`config.mk`:
```
export PLATFORM = sky130hd
export DESIGN_NAME = cp0_regfile
export DESIGN_NICKNAME = d
export VERILOG_FILES = /design/src/rtl/cp0_pkg.sv /design/src/rtl/cp0_timer.sv /design/src/rtl/cp0_regfile.sv
export SDC_FILE = /design/constraint.sdc
export NUM_CORES = 1
export LEC_CHECK = 0
export BUFFER_PORTS_ARGS = -buffer_cell sky130_fd_sc_hd__buf_2
export CAP_MARGIN = 5
export CORE_UTILIZATION = 38
export CTS_BUF_LIST = sky130_fd_sc_hd__clkbuf_8
export CTS_CLUSTER_SIZE = 25
export DETAILED_ROUTE_END_ITERATION = 7
export GPL_TIMING_DRIVEN = 1
export SLEW_MARGIN = 20
export SYNTH_ARGS = -nofsm -noshare
export SYNTH_HDL_FRONTEND = slang
export SYNTH_SLANG_ARGS = --single-unit
```
`constraint.sdc`:
```
create_clock -name clk -period 3.7 [get_ports clk]
set_input_delay 0.925 -clock clk [delete_from_list [all_inputs] [get_ports clk]]
set_output_delay 0.925 -clock clk [all_outputs]
set_load 0.005 [all_outputs]
```
`src/rtl/cp0_pkg.sv`:
```
// Shared CP0 definitions: register numbers, ExcCodes, and Status/Cause field
// positions used by the register file and its timer.
package cp0_pkg;

  localparam logic [4:0] CP0_BADVADDR = 5'd8;
  localparam logic [4:0] CP0_COUNT    = 5'd9;
  localparam logic [4:0] CP0_COMPARE  = 5'd11;
  localparam logic [4:0] CP0_STATUS   = 5'd12;
  localparam logic [4:0] CP0_CAUSE    = 5'd13;
  localparam logic [4:0] CP0_EPC      = 5'd14;

  localparam logic [4:0] EXC_INT  = 5'd0;
  localparam logic [4:0] EXC_ADEL = 5'd4;
  localparam logic [4:0] EXC_ADES = 5'd5;
  localparam logic [4:0] EXC_SYS  = 5'd8;
  localparam logic [4:0] EXC_BP   = 5'd9;
  localparam logic [4:0] EXC_RI   = 5'd10;
  localparam logic [4:0] EXC_OV   = 5'd12;

  localparam int ST_IE  = 0;
  localparam int ST_EXL = 1;
  localparam int ST_BEV = 22;

  localparam int CA_EXC_LO = 2;
  localparam int CA_IP_LO  = 8;
  localparam int CA_TI     = 30;
  localparam int CA_BD     = 31;

  localparam logic [31:0] STATUS_WMASK = 32'h0000_FF03;
  localparam logic [31:0] STATUS_BEV   = 32'h0040_0000;

  // Register-number decode shared by the MTC0 write and MFC0 read paths.
  function automatic logic cp0_hit(input logic [4:0] addr, input logic [2:0] sel,
                                   input logic [4:0] num);
    return (sel == 3'd0) && (addr == num);
  endfunction

endpackage

```
`src/rtl/cp0_timer.sv`:
```
// Count/Compare timer: Count advances once every COUNT_DIV cycles and TI
// latches on a Count==Compare match until Compare is rewritten.
module cp0_timer
  import cp0_pkg::*;
#(
  parameter int unsigned COUNT_DIV = 2
) (
  input  logic        clk,
  input  logic        rst,
  input  logic        count_we_i,
  input  logic        compare_we_i,
  input  logic [31:0] wdata_i,
  output logic [31:0] count_o,
  output logic [31:0] compare_o,
  output logic        ti_o
);

  localparam int unsigned DIV_W = (COUNT_DIV > 1) ? $clog2(COUNT_DIV) : 1;

  logic [DIV_W-1:0] div_q, div_d;
  logic [31:0]      count_q, count_d;
  logic [31:0]      compare_q, compare_d;
  logic             ti_q, ti_d;
  logic             armed_q, armed_d;
  logic             tick;
  logic             match;

  // NOTE: every signal written here gets a default first, so no latch is inferred.
  always_comb begin
    tick      = (COUNT_DIV == 1) || (div_q == DIV_W'(COUNT_DIV - 1));
    match     = armed_q && (count_q == compare_q);
    div_d     = tick ? '0 : div_q + 1'b1;
    count_d   = tick ? count_q + 32'd1 : count_q;
    compare_d = compare_q;
    ti_d      = ti_q | match;
    armed_d   = armed_q | count_we_i | compare_we_i;
    if (count_we_i) begin
      count_d = wdata_i;
      div_d   = '0;
    end
    // A Compare write clears TI even if a match lands on the same edge.
    if (compare_we_i) begin
      compare_d = wdata_i;
      ti_d      = 1'b0;
    end
  end

  // The reset state (0,0) is a match; armed suppresses it until software
  // has written Count or Compare.
  always_ff @(posedge clk) begin
    if (rst) begin
      div_q     <= '0;
      count_q   <= '0;
      compare_q <= '0;
      ti_q      <= 1'b0;
      armed_q   <= 1'b0;
    end else begin
      div_q     <= div_d;
      count_q   <= count_d;
      compare_q <= compare_d;
      ti_q      <= ti_d;
      armed_q   <= armed_d;
    end
  end

  assign count_o   = count_q;
  assign compare_o = compare_q;
  assign ti_o      = ti_q;

endmodule

```
`src/rtl/cp0_regfile.sv`:
```
// Coprocessor-0 register file: absorbs committed exceptions/ERET, serves
// MTC0/MFC0, and exports Status/Cause/EPC/BadVAddr plus the interrupt request.
module cp0_regfile
  import cp0_pkg::*;
#(
  parameter int unsigned COUNT_DIV = 2,
  parameter int unsigned TIMER_IP  = 7
) (
  input  logic        clk,
  input  logic        rst,
  input  logic        exc_valid,
  input  logic [4:0]  exc_code,
  input  logic [31:0] exc_epc,
  input  logic        exc_bd,
  input  logic        exc_badv_we,
  input  logic [31:0] exc_badvaddr,
  input  logic        eret,
  input  logic        mtc0_we,
  input  logic [4:0]  mtc0_addr,
  input  logic [2:0]  mtc0_sel,
  input  logic [31:0] mtc0_wdata,
  input  logic [4:0]  mfc0_addr,
  input  logic [2:0]  mfc0_sel,
  output logic [31:0] mfc0_rdata,
  input  logic [5:0]  hw_int,
  output logic [31:0] status,
  output logic [31:0] cause,
  output logic [31:0] epc,
  output logic [31:0] badvaddr,
  output logic        int_pending,
  output logic        timer_int
);

  localparam int TI_IDX = int'(TIMER_IP) - 2;

  logic [31:0] status_q, status_d;
  logic [1:0]  sw_ip_q, sw_ip_d;
  logic [5:0]  hw_ip_q;
  logic [4:0]  exccode_q, exccode_d;
  logic        bd_q, bd_d;
  logic [31:0] epc_q, epc_d;
  logic [31:0] badvaddr_q, badvaddr_d;
  logic [31:0] count, compare;
  logic        ti;
  logic [5:0]  ip_hw;
  logic        wr_status, wr_cause, wr_epc, wr_count, wr_compare;

  assign wr_status  = mtc0_we && cp0_hit(mtc0_addr, mtc0_sel, CP0_STATUS);
  assign wr_cause   = mtc0_we && cp0_hit(mtc0_addr, mtc0_sel, CP0_CAUSE);
  assign wr_epc     = mtc0_we && cp0_hit(mtc0_addr, mtc0_sel, CP0_EPC);
  assign wr_count   = mtc0_we && cp0_hit(mtc0_addr, mtc0_sel, CP0_COUNT);
  assign wr_compare = mtc0_we && cp0_hit(mtc0_addr, mtc0_sel, CP0_COMPARE);

  cp0_timer #(.COUNT_DIV(COUNT_DIV)) u_timer (
    .clk          (clk),
    .rst          (rst),
    .count_we_i   (wr_count),
    .compare_we_i (wr_compare),
    .wdata_i      (mtc0_wdata),
    .count_o      (count),
    .compare_o    (compare),
    .ti_o         (ti)
  );

  // Field-level priority: exception over ERET over MTC0 on the same field.
  // BadVAddr is read-only to software and only changes on an exception.
  always_comb begin
    status_d   = wr_status ? (mtc0_wdata & STATUS_WMASK) : status_q;
    sw_ip_d    = wr_cause ? mtc0_wdata[CA_IP_LO+1:CA_IP_LO] : sw_ip_q;
    epc_d      = wr_epc ? mtc0_wdata : epc_q;
    exccode_d  = exccode_q;
    bd_d       = bd_q;
    badvaddr_d = badvaddr_q;
    if (exc_valid) begin
      status_d[ST_EXL] = 1'b1;
      exccode_d        = exc_code;
      bd_d             = exc_bd;
      epc_d            = exc_epc;
      if (exc_badv_we) badvaddr_d = exc_badvaddr;
    end else if (eret) begin
      status_d[ST_EXL] = 1'b0;
    end
  end

  // NOTE: non-blocking assignments so every register updates from pre-edge values.
  always_ff @(posedge clk) begin
    if (rst) begin
      status_q   <= '0;
      sw_ip_q    <= '0;
      hw_ip_q    <= '0;
      exccode_q  <= '0;
      bd_q       <= 1'b0;
      epc_q      <= '0;
      badvaddr_q <= '0;
    end else begin
      status_q   <= status_d;
      sw_ip_q    <= sw_ip_d;
      hw_ip_q    <= hw_int;
      exccode_q  <= exccode_d;
      bd_q       <= bd_d;
      epc_q      <= epc_d;
      badvaddr_q <= badvaddr_d;
    end
  end

  // The timer interrupt takes over one hardware IP line.
  always_comb begin
    ip_hw         = hw_ip_q;
    ip_hw[TI_IDX] = ti;
  end

  assign status   = status_q | STATUS_BEV;
  assign cause    = {bd_q, ti, 14'd0, ip_hw, sw_ip_q, 1'b0, exccode_q, 2'b00};
  assign epc      = epc_q;
  assign badvaddr = badvaddr_q;
  assign timer_int = ti;
  assign int_pending = (|(cause[15:8] & status[15:8])) & status[ST_IE] & ~status[ST_EXL];

  always_comb begin
    mfc0_rdata = '0;
    if (mfc0_sel == 3'd0) begin
      case (mfc0_addr)
        CP0_BADVADDR: mfc0_rdata = badvaddr;
        CP0_COUNT:    mfc0_rdata = count;
        CP0_COMPARE:  mfc0_rdata = compare;
        CP0_STATUS:   mfc0_rdata = status;
        CP0_CAUSE:    mfc0_rdata = cause;
        CP0_EPC:      mfc0_rdata = epc;
        default:      mfc0_rdata = '0;
      endcase
    end
  end

endmodule

```
### Word-level counts from Yosys, hierarchy flattened

Cells that the tools add are included.
Widths: inputs -> output; s select.

| operators by class | value |
|---|---|
| reduce and logical (&&, ||, !) cells | 20 |
| mux-type cells | 9 |
| equality and inequality tests | 12 |
| bitwise logic cells | 7 |
| add/subtract/negate cells | 2 |

Operators by type and width:

| cell | count |
|---|---|
| $pmux 32 s6 | 1 |
| $mux 32 | 5 |
| $eq 5x4->1 const B | 11 |
| $add 32x1->32 const B | 1 |
| $eq 32x32->1 | 1 |
| $logic_and 1x1->1 | 11 |
| $and 8x8->8 | 1 |
| $reduce_or 8->1 | 1 |
| $logic_not 3->1 | 2 |
| $reduce_bool 2->1 | 2 |
| $or 1x1->1 | 3 |
| $reduce_bool 3->1 | 1 |
| $reduce_or 3->1 | 1 |
| $and 1x1->1 | 2 |
| $mux 1 | 2 |
| $mux 2 | 1 |
| $reduce_and 2->1 | 1 |
| $reduce_or 2->1 | 1 |
| $add 1x1->1 const B | 1 |
| $not 1->1 | 1 |

| storage, ports and cells | value |
|---|---|
| flip-flop bits (word level) | 154 |
| bits of input ports | 130 |

### Depth between registers and ports, before layout

Gate-level depths: netlist of run 1.

| depth | value |
|---|---|
| depth after elaboration | 6 |
| gate-level depth with buffers | 8 |

### Modules after synthesis

A second synthesis of run 1 with hierarchy kept.

| unflattened totals | value |
|---|---|
| cells, all modules | 977 |
| area, all modules | 8111.5 um2 |

Modules (own cells, without submodules):

| module | area an instance (um2) | seq. area each (um2) | cells each | times used |
|---|---|---|---|---|
| cp0_regfile | 4687.0 | 1741.7 | 596 | 1 |
| cp0_timer | 3424.5 | 1341.3 | 381 | 1 |

### Worst setup path after synthesis of run 1

Ideal clock, no wire load.

| timing path | value |
|---|---|
| kind | input to output |
| start | in mfc0_addr[0] |
| end | out mfc0_rdata[10] |
| stages on the path | 5 |
| arrival | 2242 ps |
| slack | 533 ps |
| path buffers | 2 |
| path through | clkbuf_1 -> nor4_1 -> clkbuf_1 -> a22oi_1 -> a31oi_1 |

| on the way | value |
|---|---|
| word-level cells in the longest chain between the ends | 3 |

Ends and longest elaborated chain:

| what | line | RTL |
|---|---|---|
| start, declared | cp0_regfile.sv:22 | `input logic [4:0] mfc0_addr,` |
| $eq 5x4->1 | cp0_regfile.sv:122 | `case (mfc0_addr)` |
| $pmux 32 s6 (*) | cp0_regfile.sv:122 |  |
| $mux 32 (*) | cp0_regfile.sv:121 | `if (mfc0_sel == 3'd0) begin` |
| end, declared | cp0_regfile.sv:24 | `output logic [31:0] mfc0_rdata,` |

Mark *: on every way between the ends. The rest lies on a longest branch, timed or not.

### Worst setup path after layout of run 1

| timing path | value |
|---|---|
| start | in mfc0_sel[1] |
| end | out mfc0_rdata[1] |

| on the way | value |
|---|---|
| word-level cells in the longest chain between the ends | 2 |

Ends and longest elaborated chain:

| what | line | RTL |
|---|---|---|
| start, declared | cp0_regfile.sv:23 | `input logic [2:0] mfc0_sel,` |
| $logic_not 3->1 | cp0_regfile.sv:121 |  |
| $mux 32 | cp0_regfile.sv:121 |  |

No other way between the ends.

==> summary.md, run 1 <==
| Metric | Value |
|---|---|
| CP startpoint kind | `primary input` |
| Most common cell after layout, fill and taps aside | `buf_2` |
| Core Footprint | `21100 µm²` |
| CP required | `2.77 ns` |
| DRC | `0` |
| Yosys reg bits | `154` |
| Clk_lat worst skew | `0.45 ns` |
| Final min period | `3.28 ns` |
| Pre-antenna DRT Iters | `5` |
| Met1 Resource Use GR | `0.312` |
| RSZ-0062 raised after global routing | `false` |
| Antenna cells | `0` |
| Final Skew | `0.00733 ns` |
| Maximum operating frequency | `0.305 GHz` |
| Grt met3 use | `0.0477` |
| Area Overhead vs Synth | `21.8%` |
| CTS sink count | `154` |
| Post-CTS resize count | `0` |
| GRT overflow | `0` |
| Num CTS Buffers | `17` |
| Yosys warning total | `0` |
| Grt met2 use | `0.392` |
| Period utilization | `0.887` |
| LEAKAGE | `0.00416 µW` |
| Vias in the first global route | `7019` |
| Via Count | `7749` |
| GR peak layer | `met2` |
| DP HPWL | `18900 µm` |
| Design Area, Final | `9990 µm²` |
| Num ports | `292` |
| Total Nets Final | `1297` |
| Buf/Inv on CP | `3` |
| Distinct cell type count after synthesis | `49` |
| Layout cells sized above 1 | `0.300` |
| Global placement routability congestion | `0.829` |
| CP endpoint kind | `primary output` |
| Max clock buf depth | `2` |
| Post-DRT Antenna Nets | `0` |
| Worst-path clk slew | `0.09 ns` |
| CP Class | `in2out` |
| Status | `complete, no violations` |
| Post-CTS Setup Bufs | `0` |
| Fill count | `2100` |
| CTS H-Tree Depth | `4` |
| Hold_buf cts | `0` |
| Clock tree from TritonCTS | `yes` |
| First-pass GRT wire length | `40100 µm` |
| Prevailing post-synth register cell | `dfxtp_1` |
| Final Slew Violations | `0` |
| Hold Vio Cnt, Final | `0` |
| Std-Cell Rows | `53` |
| Largest net degree at the start of global routing | `63` |
| Pwr Density | `367 nW/µm²` |
| Synth Instances | `949` |
| Port bufs | `251` |
| Via-per-instance ratio | `5.33` |
| Slew Limit Headroom | `0.452` |
| CP max stage cell | `or3_1` |
| Commonest cells after routing, fill and taps aside | `buf_2, dfxtp_1, nand2_1, a21oi_1, nor2_1` |
| DP Area | `9510 µm²` |
| GRT Total Usage | `0.236` |
| Worst stage delay on the critical path | `0.43 ns` |
| Peak supply drop | `0.000206 V` |
| Routed WL | `26400 µm` |
| Measured slew at the worst slew-check pin | `0.822 ns` |
| CP arrival | `2.36 ns` |
| Crit Path Max Fanout | `25` |
| Max cap viols | `0` |
| Mean Syn Cell Area | `8.64 µm²` |
| Mapped Area | `8200 µm²` |
| Die area | `22200 µm²` |
| Starting DRC count in detailed routing | `621` |
| Fraction of registers with async set/reset | `0` |
| Die height | `149 µm` |
| # setup viols final | `0` |
| Initial Utilization | `0.389` |
| Wire per inst | `18.2 µm` |
| Crit-path cells | `buf_2 > or3_1 > a211o_1 > buf_4 > a21oi_1 > buf_2` |
| Initial antenna violation count | `0` |
| Cell repeated most along the worst path | `buf_2` |
| CP delay by family, top | `compound AO/OA/AOI/OAI gates` |
| Post-synth EDFFs | `0` |
| Seq/Total Area, Yosys | `0.376` |
| Tightest Hold Check Type | `reg2reg` |
| Setup tns final | `0 ns` |
| Root Driver | `clkbuf_8` |
| Die W | `149 µm` |
## path summary, 6_finish.rpt
check             depth (start not counted)  slack, ns                                to                 startpoint
setup / recovery                          6       0.42                     mfc0_rdata[1]                mfc0_sel[1]
hold / removal                            2       0.47         badvaddr[26]$_SDFFE_PP0P_  badvaddr[26]$_SDFFE_PP0P_
setup reg to reg                          5       1.24  u_timer.count_o[31]$_SDFFE_PP0P_   u_timer.div_q$_SDFF_PP0_
hold reg to reg                           2       0.47         badvaddr[26]$_SDFFE_PP0P_  badvaddr[26]$_SDFFE_PP0P_
## layer usage
layer | share of wire | up-vias
li1 | - | 3745
met1 | 0.45 | 3688
met2 | 0.48 | 300
met3 | 0.063 | 16
met4 | 0.010 | 0
met5 | 0 | -
## power breakdown
group	total (µW)	internal, µW	switching (µW)	leakage, µW
Clock	1560	902	655	0.000236
Combinational	360	167	193	0.00267
Sequential	1750	1700	45.2	0.00125
Total	3670	2770	893	0.00416
## tightest hold or removal path, stage by stage (launching register included)
cell and delay (ns):
dfxtp_1 0.33, nand2_1 0.05, a21oi_1 0.05
## through the flow
stage	setup slack [ns]	instances	util	hold WS, ns	total power (µW)
3_3_place_gp	0.444	1422	0.451	0.452	2150
5_1_grt	0.319	1453	0.474	0.501	3810
2_1_floorplan	0.533	986	-	0.440	2000
6_report	0.418	1453	0.474	0.472	3670
3_5_place_dp	0.419	1422	0.451	0.457	2150
4_1_cts	0.415	1453	0.474	0.469	3700
## synthesized netlist by cell type (3+ instances only)
master	count	area (µm²)
dfxtp_1	154	3080
nand2_1	109	409
a21oi_1	90	450
nor2_1	86	323
a22oi_1	61	458
clkbuf_1	54	203
mux2i_1	52	521
buf_4	42	315
nand3_1	42	210
xnor2_1	39	342
mux2_4	30	450
a211oi_1	27	203
xor2_1	19	166
nand4_1	18	113
buf_2	12	60.1
a222oi_1	10	100
nor3_1	9	45.0
a31oi_1	8	50.1
nor4_1	8	50.1
nand2b_1	7	43.8
a311oi_1	6	52.6
nor2b_1	6	37.5
and4_1	5	43.8
buf_6	5	56.3
inv_1	5	18.8
or3_1	5	31.3
buf_8	4	60.1
o21ai_0	4	20.0
and3_1	3	18.8
nand3b_1	3	22.5
o31ai_1	3	22.5
## layout make-up
cell class / instances / area, µm² / area share
clock inverters: 12 / 220 / 0.0220
well taps: 275 / 344 / 0.0344
repair buffers: 282 / 1530 / 0.153
inverters: 5 / 18.8 / 0.00188
multi-input cells: 706 / 4530 / 0.454
clock buffers: 19 / 262 / 0.0262
flip-flops and latches: 154 / 3080 / 0.309
## sequential cells by signal (all words and copies together) (netlist names)
name               cells
u_timer.armed_q        1
bd_q                   1
epc                   32
hw_ip_q                5
u_timer.compare_o     32
u_timer.count_o       32
status_q              10
badvaddr              32
exccode_q              5
u_timer.div_q          1
sw_ip_q                2
u_timer.ti_o           1
## kinds of logic (layout without fill, tap and decap cells)
logic type	after synthesis	in the layout	share of synthesized area
simple gates	310	310	0.176
compound gates	214	214	0.171
flops	154	154	0.376
buf+inv	126	318	0.0915
mux	84	84	0.121
xor+xnor	58	58	0.0619
other cells	2	39	0.000916
fa+ha+maj	1	1	0.00153
Note: power is estimated with default switching activity, not from simulation.
==> run 2: changes to the inputs <==
PLACE_DENSITY = 0.73   (was unset)
==> run 2 against run 1 <==
Effect of this change: core utilization decreased by 0.50 points; global-route usage shrank 0.22 points; critical path depth rose by 1; total power down 7.1%; maximum frequency fell by 3.5%; highest routed layer unchanged.
==> summary.md, run 2 (synthesis results as in run 1) <==
| Metric | Value |
|---|---|
| Setup tns final | `0 ns` |
| CP endpoint kind | `primary output` |
| Int Power | `2490 µW` |
| Max cap viols | `0` |
| CTS sink count | `154` |
| First-pass GRT wire length | `40000 µm` |
| LEAKAGE | `0.00411 µW` |
| CTS H-Tree Depth | `4` |
| Clock tree from TritonCTS | `yes` |
| Final WS setup | `0.299 ns` |
| RSZ-0062 raised after global routing | `false` |
| Worst-path clk slew | `0.08 ns` |
| CP arrival | `2.48 ns` |
| Hold Path Origin | `badvaddr[28]$_SDFFE_PP0P_` |
| Die W | `149 µm` |
| Slew Limit Headroom | `0.469` |
| R2r setup slk | `1.28 ns` |
| Detailed route wirelength on metal3 | `1770 µm` |
| Hold Path Stages | `2` |
| Std-Cell Rows | `53` |
| Wire length on met2 | `12400 µm` |
| Final Slew Violations | `0` |
| Comb power frac | `0.106` |
| Initial Utilization | `0.389` |
| Pwr Density | `345 nW/µm²` |
| Largest net degree at the start of global routing | `58` |
| Pre-CTS setup slack | `0.358 ns` |
| Max clock buf depth | `2` |
| Critical R2R Launch | `u_timer.div_q$_SDFF_PP0_` |
| CP startpoint kind | `primary input` |
| Num ports | `292` |
| Via Count | `7776` |
| Die height | `149 µm` |
| Layout cells sized above 1 | `0.302` |
| GRT Total Usage | `0.234` |
| Root Driver | `clkbuf_8` |
| Post-CTS resize count | `0` |
| Clk_lat worst skew | `0.46 ns` |
| Initial antenna violation count | `0` |
| Routed WL | `26200 µm` |
| Clock power frac | `0.381` |
| Num CTS Buffers | `17` |
| Hold EP | `badvaddr[28]$_SDFFE_PP0P_` |
| Core Footprint | `21100 µm²` |
| Vias in the first global route | `7241` |
| DRC | `0` |
| Wire per inst | `18.0 µm` |
| GRT overflow | `0` |
| Final min period | `3.40 ns` |
| Antenna cells | `0` |
| Switch share | `0.270` |
| Sequential power share | `0.514` |
| Crit Path Max Fanout | `32` |
| R2R depth | `5` |
| Pre-antenna DRT Iters | `5` |
| Post-CTS Setup Bufs | `0` |
| Net Switching | `919 µW` |
| Starting DRC count in detailed routing | `674` |
| Area Overhead vs Synth | `20.5%` |
| Most common cell after layout, fill and taps aside | `buf_2` |
| Period utilization | `0.919` |
| DRT met1 WL | `11400 µm` |
| Measured slew at the worst slew-check pin | `0.797 ns` |
| Commonest cells after routing, fill and taps aside | `buf_2, dfxtp_1, nand2_1, a21oi_1, nor2_1` |
| R2r endpoint | `u_timer.count_o[31]$_SDFFE_PP0P_` |
| Global placement routability congestion | `0.880` |
| DP HPWL | `19100 µm` |
| # setup viols final | `0` |
| Die area | `22200 µm²` |
| Maximum operating frequency | `0.294 GHz` |
| Hold Vio Cnt, Final | `0` |
| Post-DRT Antenna Nets | `0` |
| Port bufs | `251` |
| Hold_buf cts | `0` |
| Total Nets Final | `1300` |
| Final Skew | `0.0114 ns` |
| CP required | `2.77 ns` |
| Uppermost layer routed | `met4` |
| Status | `complete, no violations` |
| Via-per-instance ratio | `5.34` |
| Peak supply drop | `0.000222 V` |
| CP Class | `in2out` |
| Tightest Hold Check Type | `reg2reg` |
==> run 2: changes by cell type in the layout (fill, tap and decap cells not counted), sizes merged <==
cell      previous run  this run
buf                282       285
clkinv               1         5
clkinvlp             3         4
clkbuf              19        18
bufinv               6         2
==> run 2: layer usage <==
layer  up-vias  track usage
li1       3743            -
met1      3684        0.304
met2       313        0.385
met3        36       0.0483
met4         0       0.0755
met5         -            0
==> run 2: how the worst max path moves through the flow <==
stage | to | from
3_3_place_gp | mfc0_rdata[3] | mfc0_addr[4]
5_1_grt | mfc0_rdata[0] | mfc0_addr[4]
2_1_floorplan | mfc0_rdata[10] | mfc0_addr[0]
6_report | mfc0_rdata[0] | mfc0_addr[4]
4_1_cts | mfc0_rdata[0] | mfc0_addr[4]
3_5_place_dp | mfc0_rdata[0] | mfc0_addr[4]
==> run 2: per-stage QoR <==
step	cell area (µm²)	total power (µW)	std cells	hold WS, ns	utilization
after floorplan	8340	2000	986	0.440	-
after global placement	9490	2140	1425	0.455	0.450
after detailed placement	9490	2150	1425	0.459	0.450
after CTS	9880	3440	1456	0.471	0.469
after global routing	9880	3550	1456	0.502	0.469
final	9880	3410	1456	0.471	0.469
==> run 2: layout make-up <==
class                      count  area [µm²]
inverter                       5        18.8
timing repair buffer         285        1510
sequential                   154        3080
multi-input combinational    706        4530
tap                          275         344
clock inverter                13         144
clock buffer                  18         248
fill                        2081       11200
==> run 2: power groups by stage <==
stage               registers, µW  clock network, µW  logic [µW]
detailed placement           1790                  0         358
floorplan                    1780                  0         217
finish                       1750               1300         360
CTS                          1750               1330         359
global placement             1790                  0         353
global route                 1760               1400         393
==> run 2: worst max-delay path: stages <==
cell	delay, ns
buf_2	0.10
nand2b_1	0.22
nor3_2	0.19
buf_4	0.39
a22oi_1	0.22
a21oi_1	0.24
buf_2	0.15
==> run 3: changes to the inputs <==
==> constraint.sdc (replaced) <==
create_clock -name clk -period 4.1 [get_ports clk]
set_input_delay 0.82 -clock clk [delete_from_list [all_inputs] [get_ports clk]]
set_output_delay 0.82 -clock clk [all_outputs]
set_load 0.005 [all_outputs]
==> run 3 against run 2 <==
Effect of this change: routed wire length is 0.74% higher; clock skew grew 0.0019 ns; count of clock-buffer cells in the layout is the same; via count grew 0.19%; sequential cell count stayed put; register-to-register slack better by 0.36 ns; critical path depth decreased by 1; non-clock buffer count fell by 8; final cell count down 0.69%; critical path type unchanged; largest power group unchanged.
==> summary.md, run 3 (synthesis results as in run 1) <==
| Metric | Value |
|---|---|
| Max cap viols | `0` |
| Cell repeated most along the worst path | `buf_2` |
| Measured slew at the worst slew-check pin | `0.830 ns` |
| Critical R2R Launch | `u_timer.div_q$_SDFF_PP0_` |
| Std-Cell Rows | `53` |
| Layout cells sized above 1 | `0.295` |
| Starting DRC count in detailed routing | `608` |
| Maximum operating frequency | `0.314 GHz` |
| Crit-path cells | `buf_2 > or3_1 > a211o_1 > buf_4 > a21oi_1 > buf_2` |
| Vias in the first global route | `7169` |
| Hold Path Origin | `badvaddr[30]$_SDFFE_PP0P_` |
| Via-per-instance ratio | `5.39` |
| Hold_buf cts | `0` |
| Wire per inst | `18.3 µm` |
| CP arrival | `2.36 ns` |
| LEAKAGE | `0.00410 µW` |
| Slew Limit Headroom | `0.447` |
| Root Driver | `clkbuf_8` |
| Crit Path Max Fanout | `25` |
| Die W | `149 µm` |
| Global placement routability congestion | `0.830` |
| Period utilization | `0.777` |
| Die area | `22200 µm²` |
| Num ports | `292` |
| CP endpoint kind | `primary output` |
| Final WS setup | `0.916 ns` |
| Pwr Total | `3070 µW` |
| Num CTS Buffers | `17` |
| Post-CTS Setup Bufs | `0` |
| Hold Slack | `0.468 ns` |
| Core Footprint | `21100 µm²` |
| Total Nets Final | `1292` |
| Clk_lat worst skew | `0.46 ns` |
| Clock tree from TritonCTS | `yes` |
| CP Class | `in2out` |
| CTS H-Tree Depth | `4` |
| DP HPWL | `19100 µm` |
| Initial antenna violation count | `0` |
| Post-CTS resize count | `0` |
| First-pass GRT wire length | `39700 µm` |
| Pre-CTS setup slack | `0.919 ns` |
| Pre-antenna DRT Iters | `5` |
| Final Slew Violations | `0` |
| Setup tns final | `0 ns` |
| Via Count | `7791` |
| Buf/Inv on CP | `3` |
| Tightest Hold Check Type | `reg2reg` |
| DRC | `0` |
| Area Overhead vs Synth | `19.9%` |
| Final Skew | `0.0133 ns` |
| CP required | `3.28 ns` |
| CP startpoint kind | `primary input` |
| Worst setup startpoint | `mfc0_sel[1]` |
| Die height | `149 µm` |
| Post-DRT Antenna Nets | `0` |
| # setup viols final | `0` |
| Max clock buf depth | `2` |
| Largest net degree at the start of global routing | `72` |
| CP delay by family, top | `simple AND/OR/NAND/NOR gates` |
| Antenna cells | `0` |
| Status | `complete, no violations` |
| CP max stage cell | `or3_1` |
| Initial Utilization | `0.389` |
| Most common cell after layout, fill and taps aside | `buf_2` |
| RSZ-0062 raised after global routing | `false` |
| Pwr Density | `312 nW/µm²` |
| Hold Vio Cnt, Final | `0` |
| GRT Total Usage | `0.233` |
| Port bufs | `251` |
| Commonest cells after routing, fill and taps aside | `buf_2, dfxtp_1, nand2_1, a21oi_1, nor2_1` |
| Worst stage delay on the critical path | `0.52 ns` |
| Peak supply drop | `0.000214 V` |
| GRT overflow | `0` |
| Routed WL | `26400 µm` |
| Final min period | `3.18 ns` |
| CTS sink count | `154` |
| Worst-path clk slew | `0.08 ns` |
-- run 3: changes by cell type in the layout (fill, tap and decap cells not counted), sizes merged --
cell,before,now
clkinvlp,4,2
bufinv,2,3
buf,285,277
clkinv,5,4
-- run 3: where the power goes --
part | switching [µW] | total (µW) | internal, µW | leakage [µW]
logic | 176 | 325 | 148 | 0.00264
registers | 41.5 | 1580 | 1540 | 0.00125
clock network | 565 | 1160 | 599 | 0.000198
-- run 3: area by class of cell --
type | count | area (µm²)
clock buffer | 18 | 248
clock inverter | 11 | 133
fill | 2079 | 11300
inverter | 5 | 18.8
multi-input combinational | 706 | 4530
sequential | 154 | 3080
tap | 275 | 344
timing repair buffer | 277 | 1480
-- run 3: tightest hold or removal path: stages (launching register included) --
cell,delay [ns]
dfxtp_1,0.32
nand2_1,0.05
a21oi_1,0.05
-- run 3: through the flow --
| stage | std cells | cell area, µm² | utilization |
|---|---|---|---|
| 2_1_floorplan | 986 | 8340 | - |
| 3_3_place_gp | 1417 | 9460 | 0.448 |
| 3_5_place_dp | 1417 | 9460 | 0.448 |
| 4_1_cts | 1446 | 9840 | 0.466 |
| 5_1_grt | 1446 | 9840 | 0.466 |
| 6_report | 1446 | 9840 | 0.466 |
-- run 3: worst paths after layout --
check	endpoint	slack, ns	depth (start not counted)
min	badvaddr[30]$_SDFFE_PP0P_	0.47	2
max reg2reg	u_timer.count_o[31]$_SDFFE_PP0P_	1.64	5
max	mfc0_rdata[31]	0.92	6
min reg2reg	badvaddr[30]$_SDFFE_PP0P_	0.47	2
-- run 3: per-layer routing --
metal | track usage | vias to the layer above | wire length, µm | share of wire
li1 | - | 3726 | - | -
met1 | 0.297 | 3691 | 11300 | 0.43
met2 | 0.385 | 337 | 12600 | 0.48
met3 | 0.0511 | 37 | 1940 | 0.074
met4 | 0.0852 | 0 | 614 | 0.023
met5 | 0 | - | 0 | 0
